==> config.mk <==
export PLATFORM = sky130hd
export DESIGN_NAME = alu_flat
export DESIGN_NICKNAME = d
export VERILOG_FILES = /design/src/rtl/alu_if.sv /design/src/rtl/alu.sv /design/src/flat_wrapper.sv
export SDC_FILE = /design/constraint.sdc
export NUM_CORES = 1
export LEC_CHECK = 0
export BUFFER_PORTS_ARGS = -buffer_cell sky130_fd_sc_hd__buf_2
export CORE_MARGIN = 2
export CORE_UTILIZATION = 55
export CTS_CLUSTER_DIAMETER = 50
export DETAILED_ROUTE_END_ITERATION = 12
export PLACE_DENSITY = 0.88
export SYNTH_ARGS = -nofsm -noshare
export SYNTH_HDL_FRONTEND = slang
export SYNTH_SLANG_ARGS = --single-unit
==> constraint.sdc <==
create_clock -name clk -period 0.9 [get_ports clk]
set_input_delay 0.09 -clock clk [delete_from_list [all_inputs] [get_ports clk]]
set_output_delay 0.09 -clock clk [all_outputs]
set_load 0.05 [all_outputs]
==> src/rtl/alu_if.sv <==
// Operand/select and result/flag bundle shared by the ALU and whatever drives it.
interface alu_if #(
  parameter int WIDTH = 4
);
  logic [2:0]       S;
  logic [WIDTH-1:0] A;
  logic [WIDTH-1:0] B;
  logic [WIDTH-1:0] F;
  logic             cout;
  logic             zero;

  modport master (
    output S,
    output A,
    output B,
    input  F,
    input  cout,
    input  zero
  );

  modport slave (
    input  S,
    input  A,
    input  B,
    output F,
    output cout,
    output zero
  );
endinterface

==> src/rtl/alu.sv <==
// Eight-function ALU with registered result, carry/borrow/shift-out flag and zero flag.
module alu #(
  parameter int WIDTH = 4
) (
  input logic   clk,
  input logic   rst_n,
  alu_if.slave  bus
);

  typedef enum logic [2:0] {
    OP_ADD = 3'b000,
    OP_SUB = 3'b001,
    OP_AND = 3'b010,
    OP_OR  = 3'b011,
    OP_XOR = 3'b100,
    OP_NOT = 3'b101,
    OP_SHL = 3'b110,
    OP_SHR = 3'b111
  } op_t;

  op_t              op;
  logic [WIDTH:0]   sum;
  logic [WIDTH:0]   diff;
  logic [WIDTH-1:0] next_f;
  logic             next_cout;
  logic             next_zero;
  logic [WIDTH-1:0] f_q;
  logic             cout_q;
  logic             zero_q;

  assign op = op_t'(bus.S);

  // The extra top bit carries the add carry-out; for subtraction it goes high exactly when A < B.
  assign sum  = {1'b0, bus.A} + {1'b0, bus.B};
  assign diff = {1'b0, bus.A} - {1'b0, bus.B};

  // Select the next result and flag; every code is listed so nothing is held.
  always_comb begin
    next_f    = '0;
    next_cout = 1'b0;
    case (op)
      OP_ADD: begin
        next_f    = sum[WIDTH-1:0];
        next_cout = sum[WIDTH];
      end
      OP_SUB: begin
        next_f    = diff[WIDTH-1:0];
        next_cout = diff[WIDTH];
      end
      OP_AND: next_f = bus.A & bus.B;
      OP_OR:  next_f = bus.A | bus.B;
      OP_XOR: next_f = bus.A ^ bus.B;
      OP_NOT: next_f = ~bus.A;
      OP_SHL: begin
        next_f    = {bus.A[WIDTH-2:0], 1'b0};
        next_cout = bus.A[WIDTH-1];
      end
      OP_SHR: begin
        next_f    = {1'b0, bus.A[WIDTH-1:1]};
        next_cout = bus.A[0];
      end
      default: begin
        next_f    = '0;
        next_cout = 1'b0;
      end
    endcase
    next_zero = (next_f == '0);
  end

  // Register result and flags together; reset clears them at once, discarding any in-flight result.
  always_ff @(posedge clk or negedge rst_n) begin
    if (!rst_n) begin
      f_q    <= '0;
      cout_q <= 1'b0;
      zero_q <= 1'b1;
    end else begin
      f_q    <= next_f;
      cout_q <= next_cout;
      zero_q <= next_zero;
    end
  end

  assign bus.F    = f_q;
  assign bus.cout = cout_q;
  assign bus.zero = zero_q;

endmodule

==> src/flat_wrapper.sv <==
// flat-port wrapper written by rule: the top's interface ports become plain ports
module alu_flat 
#(
  parameter int WIDTH = 4
)
  (clk, rst_n, bus_S, bus_A, bus_B, bus_F, bus_cout, bus_zero);
  alu_if #(.WIDTH(WIDTH)) bus_i ();
  input logic clk;
  input logic rst_n;
  input wire logic [$bits(bus_i.S)-1:0] bus_S;
  input wire logic [$bits(bus_i.A)-1:0] bus_A;
  input wire logic [$bits(bus_i.B)-1:0] bus_B;
  output wire logic [$bits(bus_i.F)-1:0] bus_F;
  output wire logic [$bits(bus_i.cout)-1:0] bus_cout;
  output wire logic [$bits(bus_i.zero)-1:0] bus_zero;
  assign bus_i.S = bus_S;
  assign bus_i.A = bus_A;
  assign bus_i.B = bus_B;
  assign bus_F = bus_i.F;
  assign bus_cout = bus_i.cout;
  assign bus_zero = bus_i.zero;
  alu #(.WIDTH(WIDTH)) u_core (.clk(clk), .rst_n(rst_n), .bus(bus_i));
endmodule
==> impl_metrics.toml, run 1 <==
[logic_synthesis]
synth_cell_types = 36
synth.avg_cell_area_sq_um = 8.50
syn_area_sq_um = 876
synth_warnings = 0
synth_edf_count = 0
ys_seq_area_share_pct = 17.3
synth_ff_type = "dfrtp_1"
ys_seq_elements = 6
synthCells = 103
async_reset_ff_share_pct = 100
syn_nets = 133

[place]
portBuffers = 18
gp_congestion = 0.860
dp_hpwl_um = 1940
place_area_sq_mm = 0.00125

[run_status]
status = "stopped before the end"
tool.error = "[ERROR DPL-0038] Utilization greater than 100%, impossible to legalize"
failing_step = "global routing (5_1_grt)"

[die]
die_h_um = 43.9
die_x_um = 43.9
pin_count = 19
rows = 14
start_util_pct = 58.1

[grt]
grt_max_degree = 11

[cts]
cts_buffers = 3
cts_root_buf = "clkbuf_4"
cts_max_level = 1
cts_buffer_depth = 2
cts.sinks = 6

[timing]
grt_repair_worst_endpoint = "u_core.bus.zero$_DFF_PN1_/D"
worst_path_end_type = "register input"
[synthesized netlist by cell type (2+ instances only)]
library cell / number / area [sq um]
ha_1: 15 / 188
inv_1: 13 / 48.8
o21ai_0: 7 / 35.0
a21oi_1: 6 / 30.0
nor2_1: 6 / 22.5
dfrtp_1: 5 / 125
a32oi_1: 4 / 35.0
buf_2: 4 / 20.0
xnor2_1: 4 / 35.0
nand2_1: 3 / 11.3
nand3b_1: 3 / 22.5
a2111oi_0: 2 / 17.5
and3_1: 2 / 12.5
fa_1: 2 / 40.0
mux2i_1: 2 / 20.0
nor2b_1: 2 / 12.5
nor3_1: 2 / 10.0
o21a_1: 2 / 15.0
o21bai_1: 2 / 15.0
[timing repair]
| action | 4_1_cts |
|---|---|
| hold endpoints to repair | 6 |
| buffers inserted | 4 |
| setup endpoints to repair | 12 |
| hold buffers | 1 |
| pin swaps | 8 |
| gates resized for setup | 35 |
[through the flow]
step                TNS, ns  utilization [%]  instances  setup slack (ns)
floorplan             -2.08                -        103            -0.488
global placement      -3.51             82.7        157            -0.758
CTS                   -1.75             96.9        166            -0.475
detailed placement    -3.72             82.7        157            -0.840
[logic make-up after synthesis]
family,count (synthesis),share of synthesized area [%]
flops,6,17.3
compound gates,31,24.4
buf+inv,20,10.0
fa+ha+maj,17,26.0
mux,3,4.00
xor+xnor,4,4.00
simple gates,22,14.3
==> run 2: changes to the inputs <==
CORE_AREA = 2 2 63 65   (was not set)
CORE_MARGIN = not set   (was 2)
CORE_UTILIZATION = not set   (was 55)
CTS_CLUSTER_DIAMETER = not set   (was 50)
DIE_AREA = 0 0 65 67   (was not set)
PLACE_DENSITY = not set   (was 0.88)
PLACE_DENSITY_LB_ADDON = 0.15   (was not set)
==> run 2 against run 1 <==
Against the previous run:
- synthesized area is the same
- the flow now finishes, with violations (setup timing)
- synthesized cell count is the same
==> impl_metrics.toml, run 2 <==
[timing]
final_hold_viol_count = 0
fmax_mhz = 750
finalSetupViolations = 7
rsz0062_at_grt = "true"
final.min_clock_period_ns = 1.33
drv_slew = 0
worst_pin_slew_ns = 0.343
fin_crit_sh_pct = 148
layout_setup_ws_ns = -0.433
maxSlewHeadroom_pct = 76.5

[cts]
cts_buffer_depth = 2
cts_root_buf = "clkbuf_8"
cts.sinks = 6
cts_tree = "yes"
cts_buffers = 3
cts_max_level = 1
clk_pin_slew_ns = 0.04

[logic_synthesis]
synth_top_area_share_pct = 21.4
synth.avg_cell_area_sq_um = 8.50
synthTopCellsByArea = "ha_1 (21%), dfrtp_1 (14%), inv_1 (5.6%)"
synth_top_area_cell = "ha_1"
yosysMostFrequentCell = "ha_1"
synth_cell_types = 36
syn_nets = 133
synth_common_cells = "ha_1 (15), inv_1 (13), o21ai_0 (7)"
synthCells = 103
async_reset_ff_share_pct = 100
synth_ff_type = "dfrtp_1"
syn_area_sq_um = 876
ys_seq_elements = 6
synth_edf_count = 0
synth_warnings = 0
ys_seq_area_share_pct = 17.3

[pwr]
peakVddDrop_mv = 0.314
p_leak_nw = 0.742
p_per_area_mw_per_mm2 = 1030

[place]
portBuffers = 18
place_area_sq_mm = 0.00131
dp_slack_ns = -0.836
dp_cells = 194
gp_congestion = 0.811
dp_hpwl_um = 1970

[setup_path]
cp_max_fo = 3
slowest_delay_ns = 0.37
path_cells = "buf_12 > inv_16 > ha_4 > inv_2 > fa_2 > a21oi_2 > o21bai_1 > a2111oi_2 > o21a_1"
crit_arrival_ns = 1.49
critPathRequiredTime_ns = 1.06
end_kind = "flip-flop"
crit_path_top_delay_cell = "fa_2"
path_class = "in2reg"
cp-start-kind = "primary input"

[grt]
grt_antenna_before_repair = 0
grt-ovfl-total = 0
grt_use_total_pct = 13.0
grt_max_degree = 10
grt_pass1_wl_um = 4280
grt_pass1_vias = 984

[route]
drtIter0Drc = 10
remaining_drc_errors = 0
vias = 926
routed_wl_um = 2490
wl_per_cell_um = 12.0
first_pass_iters = 4
ant_nets = 0
via_per_inst = 4.45

[job]
maxCapViolCount = 0

[finish]
syn2layout_area_growth_pct = 91.0
nets = 191
fin_area_sq_mm = 0.00167
largest_reg_flops = 4
post-route-util_pct = 46.4
finalNonFillerCells = 208
layout_common_cells = "buf_4 (33), buf_6 (9), buf_2 (8)"
antennaDiodeCount = 0
final_common_cell = "buf_4"
drive_gt1_share_pct = 60.6

[run_status]
status = "complete, but fails checks"
violations = "setup timing"

[die]
die_x_um = 65
coreArea_sq_mm = 0.00361
die_h_um = 67
rows = 22
die_area_sq_mm = 0.00436
pin_count = 19
start_util_pct = 24.3

[worst_hold_path]
hold_class = "in2async"
[run 2: cell counts after synthesis]
Identical to the previous run, type by type.
[run 2: report_power, final]
part           switching, W  internal [W]  total, W
Sequential        0.0000105      0.000313  0.000324
Clock              0.000109      0.000304  0.000413
Combinational      0.000502      0.000481  0.000983
[run 2: repair_timing]
item	4_1_cts	5_1_grt
setup buffers	6	3
setup endpoints to repair	7	10
gates resized for setup	52	9
hold endpoints to repair	6	0
pin swaps	16	3
hold buffers	1	0
cloned	0	0
[run 2: through the flow]
| stage | setup TNS (ns) | hold slack [ns] | power [W] |
|---|---|---|---|
| final | -2.08 | 0.220 | 0.00172 |
| after global routing | -2.41 | 0.236 | 0.00184 |
| after floorplan | -2.08 | -0.206 | 0.000803 |
| after detailed placement | -4.00 | -0.0844 | 0.00109 |
| after CTS | -1.88 | 0.222 | 0.00170 |
| after global placement | -3.93 | -0.0880 | 0.00109 |
[run 2: path summary, 6_finish.rpt]
check                         start                        end  cells after the start
worst max-delay path       bus_A[0]  u_core.bus.cout$_DFF_PN0_                      9
worst min-delay path          rst_n  u_core.bus.F[0]$_DFF_PN0_                      2
max in group asynchronous     rst_n  u_core.bus.zero$_DFF_PN1_                      2
min in group clk           bus_S[2]  u_core.bus.cout$_DFF_PN0_                      3
[run 2: per-layer routing]
metal | wire length [um] | vias up | GRT usage [%]
met5 | 0 | - | 0
met4 | 46 | 0 | 6.12
met3 | 63 | 4 | 1.35
met2 | 1340 | 16 | 24.4
met1 | 1040 | 433 | 14.5
li1 | - | 473 | -
[run 2: critical path: cells and delay by family]
kind            cells  cell delay, ns
fa+ha+maj           2            0.50
compound gates      4            0.70
buf+inv             3            0.21
[run 2: logic make-up after synthesis]
family          after synthesis  share of synthesized area (%)
fa+ha+maj                    17                           26.0
mux                           3                           4.00
xor+xnor                      4                           4.00
simple gates                 22                           14.3
compound gates               31                           24.4
buf+inv                      20                           10.0
flops                         6                           17.3
[run 2: final cells by class]
type | count | area, sq um
clock buffers | 4 | 45.0
fillers | 353 | 1930
inverters | 14 | 86.3
multi-input cells | 77 | 818
flip-flops and latches | 6 | 151
well taps | 48 | 60.1
repair buffers | 59 | 512
No activity file was read; power rests on OpenSTA's default activity.
==> run 3: changes to the inputs <==
clock period = 1.6 ns   (was 0.9 ns; I/O delays follow)
==> run 3 against run 2 <==
Against the previous run:
- the run now ends clean
- hold slack improved by 0.067 ns
- final cell count shrank 8.7%
- die area unchanged
- utilization fell by 11 points
- clock power is 44% lower
- total power shrank 53%
- setup slack improved by 0.54 ns
- clock-buffer cell count is the same
- final area down 25%
- via count is 5.5% lower
- critical path type unchanged
==> impl_metrics.toml, run 3 (synthesized netlist as in run 2, its figures left out) <==
[run_status]
status = "finished, final reports clean"

[timing]
fmax_mhz = 668
finalSetupViolations = 0
final_hold_viol_count = 0
final.min_clock_period_ns = 1.50
fin_tns_setup_ns = 0
maxSlewHeadroom_pct = 76.8
rsz0062_at_grt = "false"
drv_slew = 0
worst_pin_slew_ns = 0.339
fin_crit_sh_pct = 93.5

[route]
drtIter0Drc = 20
vias = 875
remaining_drc_errors = 0
ant_nets = 0
first_pass_iters = 4
routed_wl_um = 2150
via_per_inst = 4.61
wl_per_cell_um = 11.3

[cts]
cts_buffers = 3
cts_buffer_depth = 2
cts_tree = "yes"
cts_setup_buffers = 0
clk_pin_slew_ns = 0.04
cts_root_buf = "clkbuf_8"
cts.sinks = 6
cts_max_level = 1

[pwr]
peakVddDrop_mv = 0.174
p_sw_w = 0.000301
p_leak_nw = 0.611
internal_power_w = 0.000507
combPwrFrac_pct = 48.8
pwr-share-seq_pct = 22.3
power_frac_clock_pct = 28.9
p_per_area_mw_per_mm2 = 641
swShare_pct = 37.2

[finish]
fillerInstances = 380
final_common_cell = "buf_4"
drive_gt1_share_pct = 40.8
syn2layout_area_growth_pct = 44.0
antennaDiodeCount = 0
nets = 173
layout_common_cells = "buf_4 (22), buf_2 (17), ha_1 (14)"
largest_reg_flops = 4
post-route-util_pct = 35.0

[die]
die_area_sq_mm = 0.00436
rows = 22
coreArea_sq_mm = 0.00361
start_util_pct = 24.3
pin_count = 19
die_h_um = 67
die_x_um = 65

[setup_path]
end_kind = "flip-flop"
crit_path_top_delay_cell = "fa_2"
cp_common_cell = "inv_2"
cp_max_fo = 2
cp-start-kind = "primary input"
critPathBufInv = 3
critPathRequiredTime_ns = 1.75
crit_family = "compound AO/OA/AOI/OAI gates"
path_cells = "buf_6 > inv_2 > ha_4 > inv_2 > fa_2 > a21oi_2 > o21bai_1 > a2111oi_2 > o21a_1"
slowest_delay_ns = 0.38
crit_arrival_ns = 1.65
path_class = "in2reg"

[place]
dp_hpwl_um = 1790
gp_congestion = 0.805
portBuffers = 18

[worst_hold_path]
hold_class = "in2async"

[grt]
grt_max_degree = 17
grt_pass1_wl_um = 3750
grt-ovfl-total = 0
grt_pass1_vias = 854
grt_use_total_pct = 10.9
grt_antenna_before_repair = 0

[job]
maxCapViolCount = 0
==> run 3: worst paths after layout <==
| kind | start | to | slack, ns | depth (start not counted) |
|---|---|---|---|---|
| worst min-delay path | rst_n | u_core.bus.F[2]$_DFF_PN0_ | 0.29 | 2 |
| max in group asynchronous | rst_n | u_core.bus.zero$_DFF_PN1_ | 1.09 | 2 |
| min in group clk | bus_S[2] | u_core.bus.cout$_DFF_PN0_ | 0.34 | 3 |
| worst max-delay path | bus_A[0] | u_core.bus.cout$_DFF_PN0_ | 0.10 | 9 |
==> run 3: area by class of cell <==
type                       instances  area (sq um)  share of cell area, %
inverter                          14          52.6                   4.17
multi-input combinational         77           681                   54.0
clock buffer                       4          45.0                   3.57
timing repair buffer              41           272                   21.5
sequential                         6           151                   12.0
tap                               48          60.1                   4.76
==> run 3: routing by layer <==
| layer | up-vias | track usage (%) | share of wire (%) |
|---|---|---|---|
| met5 | - | 0 | 0 |
| met4 | 0 | 3.19 | 1.0 |
| met3 | 4 | 1.35 | 5.6 |
| met2 | 30 | 19.7 | 47 |
| met1 | 403 | 13.4 | 46 |
| li1 | 438 | - | - |
==> run 3: what timing repair did <==
item                                   in CTS  in global routing
gates resized for setup                     2                  9
endpoints found under the hold margin       6                  0
pin swaps                                   0                  6
hold buffers                                1                  0
setup endpoints to repair                   1                  2
==> run 3: power by group through the flow <==
stage / logic [W] / registers, W / clock network [W]
4_1_cts: 0.000389 / 0.000181 / 0.000238
3_5_place_dp: 0.000383 / 0.000183 / 0
2_1_floorplan: 0.000167 / 0.000263 / 0
5_1_grt: 0.000432 / 0.000182 / 0.000250
3_3_place_gp: 0.000386 / 0.000182 / 0
6_report: 0.000394 / 0.000180 / 0.000233
==> run 3: per-stage QoR <==
step	total power [W]	hold WS [ns]	cells	area (sq um)	setup WS [ns]
after global placement	0.000568	-0.0158	185	1170	-0.195
after CTS	0.000808	0.292	190	1230	0.0426
after global routing	0.000864	0.304	190	1260	0.0165
final	0.000808	0.286	190	1260	0.103
after floorplan	0.000430	-0.136	103	890	-0.00792
after detailed placement	0.000566	-0.0143	185	1170	-0.268
==> run 4: changes to the inputs <==
BUFFER_PORTS_ARGS = not set   (was -buffer_cell sky130_fd_sc_hd__buf_2)
DONT_BUFFER_PORTS = 1   (was not set)
==> run 4 against run 3 <==
Against the previous run:
- final area decreased by 20%
- clock-buffer cell count unchanged
- final cell count decreased by 18%
- global-route usage increased by 0.27 points
- sequential cell count unchanged
- highest routed layer unchanged
==> impl_metrics.toml, run 4 (synthesized netlist as in run 2, its figures left out) <==
[run_status]
status = "finished, final reports clean"

[finish]
drive_gt1_share_pct = 14.8
largest_reg_flops = 4
syn2layout_area_growth_pct = 15.7
antennaDiodeCount = 0
nets = 139
final_common_cell = "ha_1"
fin_area_sq_mm = 0.00101
post-route-util_pct = 28.1
fillerInstances = 392
layout_common_cells = "ha_1 (15), inv_1 (13), o21ai_0 (7)"

[place]
portBuffers = 0
gp_congestion = 0.759
dp_hpwl_um = 1680
place_area_sq_um = 957
dp_slack_ns = -0.167

[setup_path]
cp-start-kind = "primary input"
crit_arrival_ns = 1.65
cp_max_fo = 3
path_class = "in2reg"
critPathRequiredTime_ns = 1.75
end_kind = "flip-flop"

[pwr]
p_leak_nw = 0.459
internal_power_w = 0.000447
swShare_pct = 36.2
pwr-share-seq_pct = 37.5
peakVddDrop_mv = 0.126
p_per_area_mw_per_mm2 = 692
combPwrFrac_pct = 28.7
power_frac_clock_pct = 33.8
finalPower_w = 0.000701
p_sw_w = 0.000254

[grt]
grt_antenna_before_repair = 0
grt_use_total_pct = 11.2
grt_pass1_wl_um = 3660
grt_pass1_vias = 756
grt-ovfl-total = 0
grt_max_degree = 23

[timing]
rsz0062_at_grt = "false"
maxSlewHeadroom_pct = 70.1
finalSetupViolations = 0
fmax_mhz = 668
holdWs_ns = 0.193
worst_pin_slew_ns = 0.448
final.min_clock_period_ns = 1.50
drv_slew = 0
layout_setup_ws_ns = 0.103
final_hold_viol_count = 0
fin_crit_sh_pct = 93.5

[route]
remaining_drc_errors = 0
first_pass_iters = 4
ant_nets = 0
routed_wl_um = 2140
via_per_inst = 4.71
vias = 734
wl_per_cell_um = 13.7
drtIter0Drc = 39

[job]
maxCapViolCount = 0

[die]
rows = 22
pin_count = 19
start_util_pct = 24.3
die_area_sq_mm = 0.00436
coreArea_sq_mm = 0.00361
die_x_um = 65
die_h_um = 67

[cts]
cts_root_buf = "clkbuf_8"
cts_max_level = 1
cts_buffers = 3
cts_setup_buffers = 0
cts.sinks = 6
cts_buffer_depth = 2
cts_tree = "yes"
clk_pin_slew_ns = 0.03

[worst_hold_path]
hold_class = "in2reg"
## run 4: power by group through the flow
stage                     registers (W)  logic (W)  clock network [W]
after floorplan                0.000263   0.000167                  0
after global placement         0.000265   0.000200                  0
after detailed placement       0.000266   0.000197                  0
after CTS                      0.000264   0.000203           0.000243
after global routing           0.000266   0.000228           0.000257
final                          0.000263   0.000201           0.000237
## run 4: critical path: stages
cell	delay [ns]
inv_1	0.05
ha_1	0.17
inv_1	0.05
fa_1	0.41
a21oi_1	0.18
o21bai_1	0.07
a2111oi_1	0.39
o21a_1	0.17
## run 4: path summary, 6_finish.rpt
| path | from | slack, ns | to | cells after the start |
|---|---|---|---|---|
| worst max-delay path | bus_A[0] | 0.10 | u_core.bus.cout$_DFF_PN0_ | 8 |
| worst min-delay path | bus_S[1] | 0.19 | u_core.bus.cout$_DFF_PN0_ | 2 |
| max in group asynchronous | rst_n | 1.10 | u_core.bus.zero$_DFF_PN1_ | 1 |
| min in group asynchronous | rst_n | 0.24 | u_core.bus.F[3]$_DFF_PN0_ | 1 |
## run 4: what timing repair did
action	4_1_cts	5_1_grt
endpoints found under the hold margin	6	0
resized for setup	0	1
hold buffers	1	0
setup endpoints to repair	0	1
## run 4: per-layer routing
layer | up-vias | GRT usage, % | routed length (um)
met1 | 330 | 13.8 | 1030
met4 | 0 | 5.59 | 41
met2 | 29 | 18.6 | 911
li1 | 371 | - | -
met3 | 4 | 2.03 | 155
met5 | - | 0 | 0
## run 4: through the flow
step                      cells  setup TNS, ns
after floorplan             103       -0.00792
after global placement      151        -0.0921
final                       156              0
after detailed placement    151         -0.237
after CTS                   156              0
after global routing        156              0
## run 4: final cells by class
cell class | instances | area [sq um] | share of cell area [%]
tap | 48 | 60.1 | 5.93
clock buffer | 4 | 45.0 | 4.44
sequential | 6 | 151 | 14.9
timing repair buffer | 7 | 55.1 | 5.43
inverter | 14 | 52.6 | 5.19
multi-input combinational | 77 | 649 | 64.1
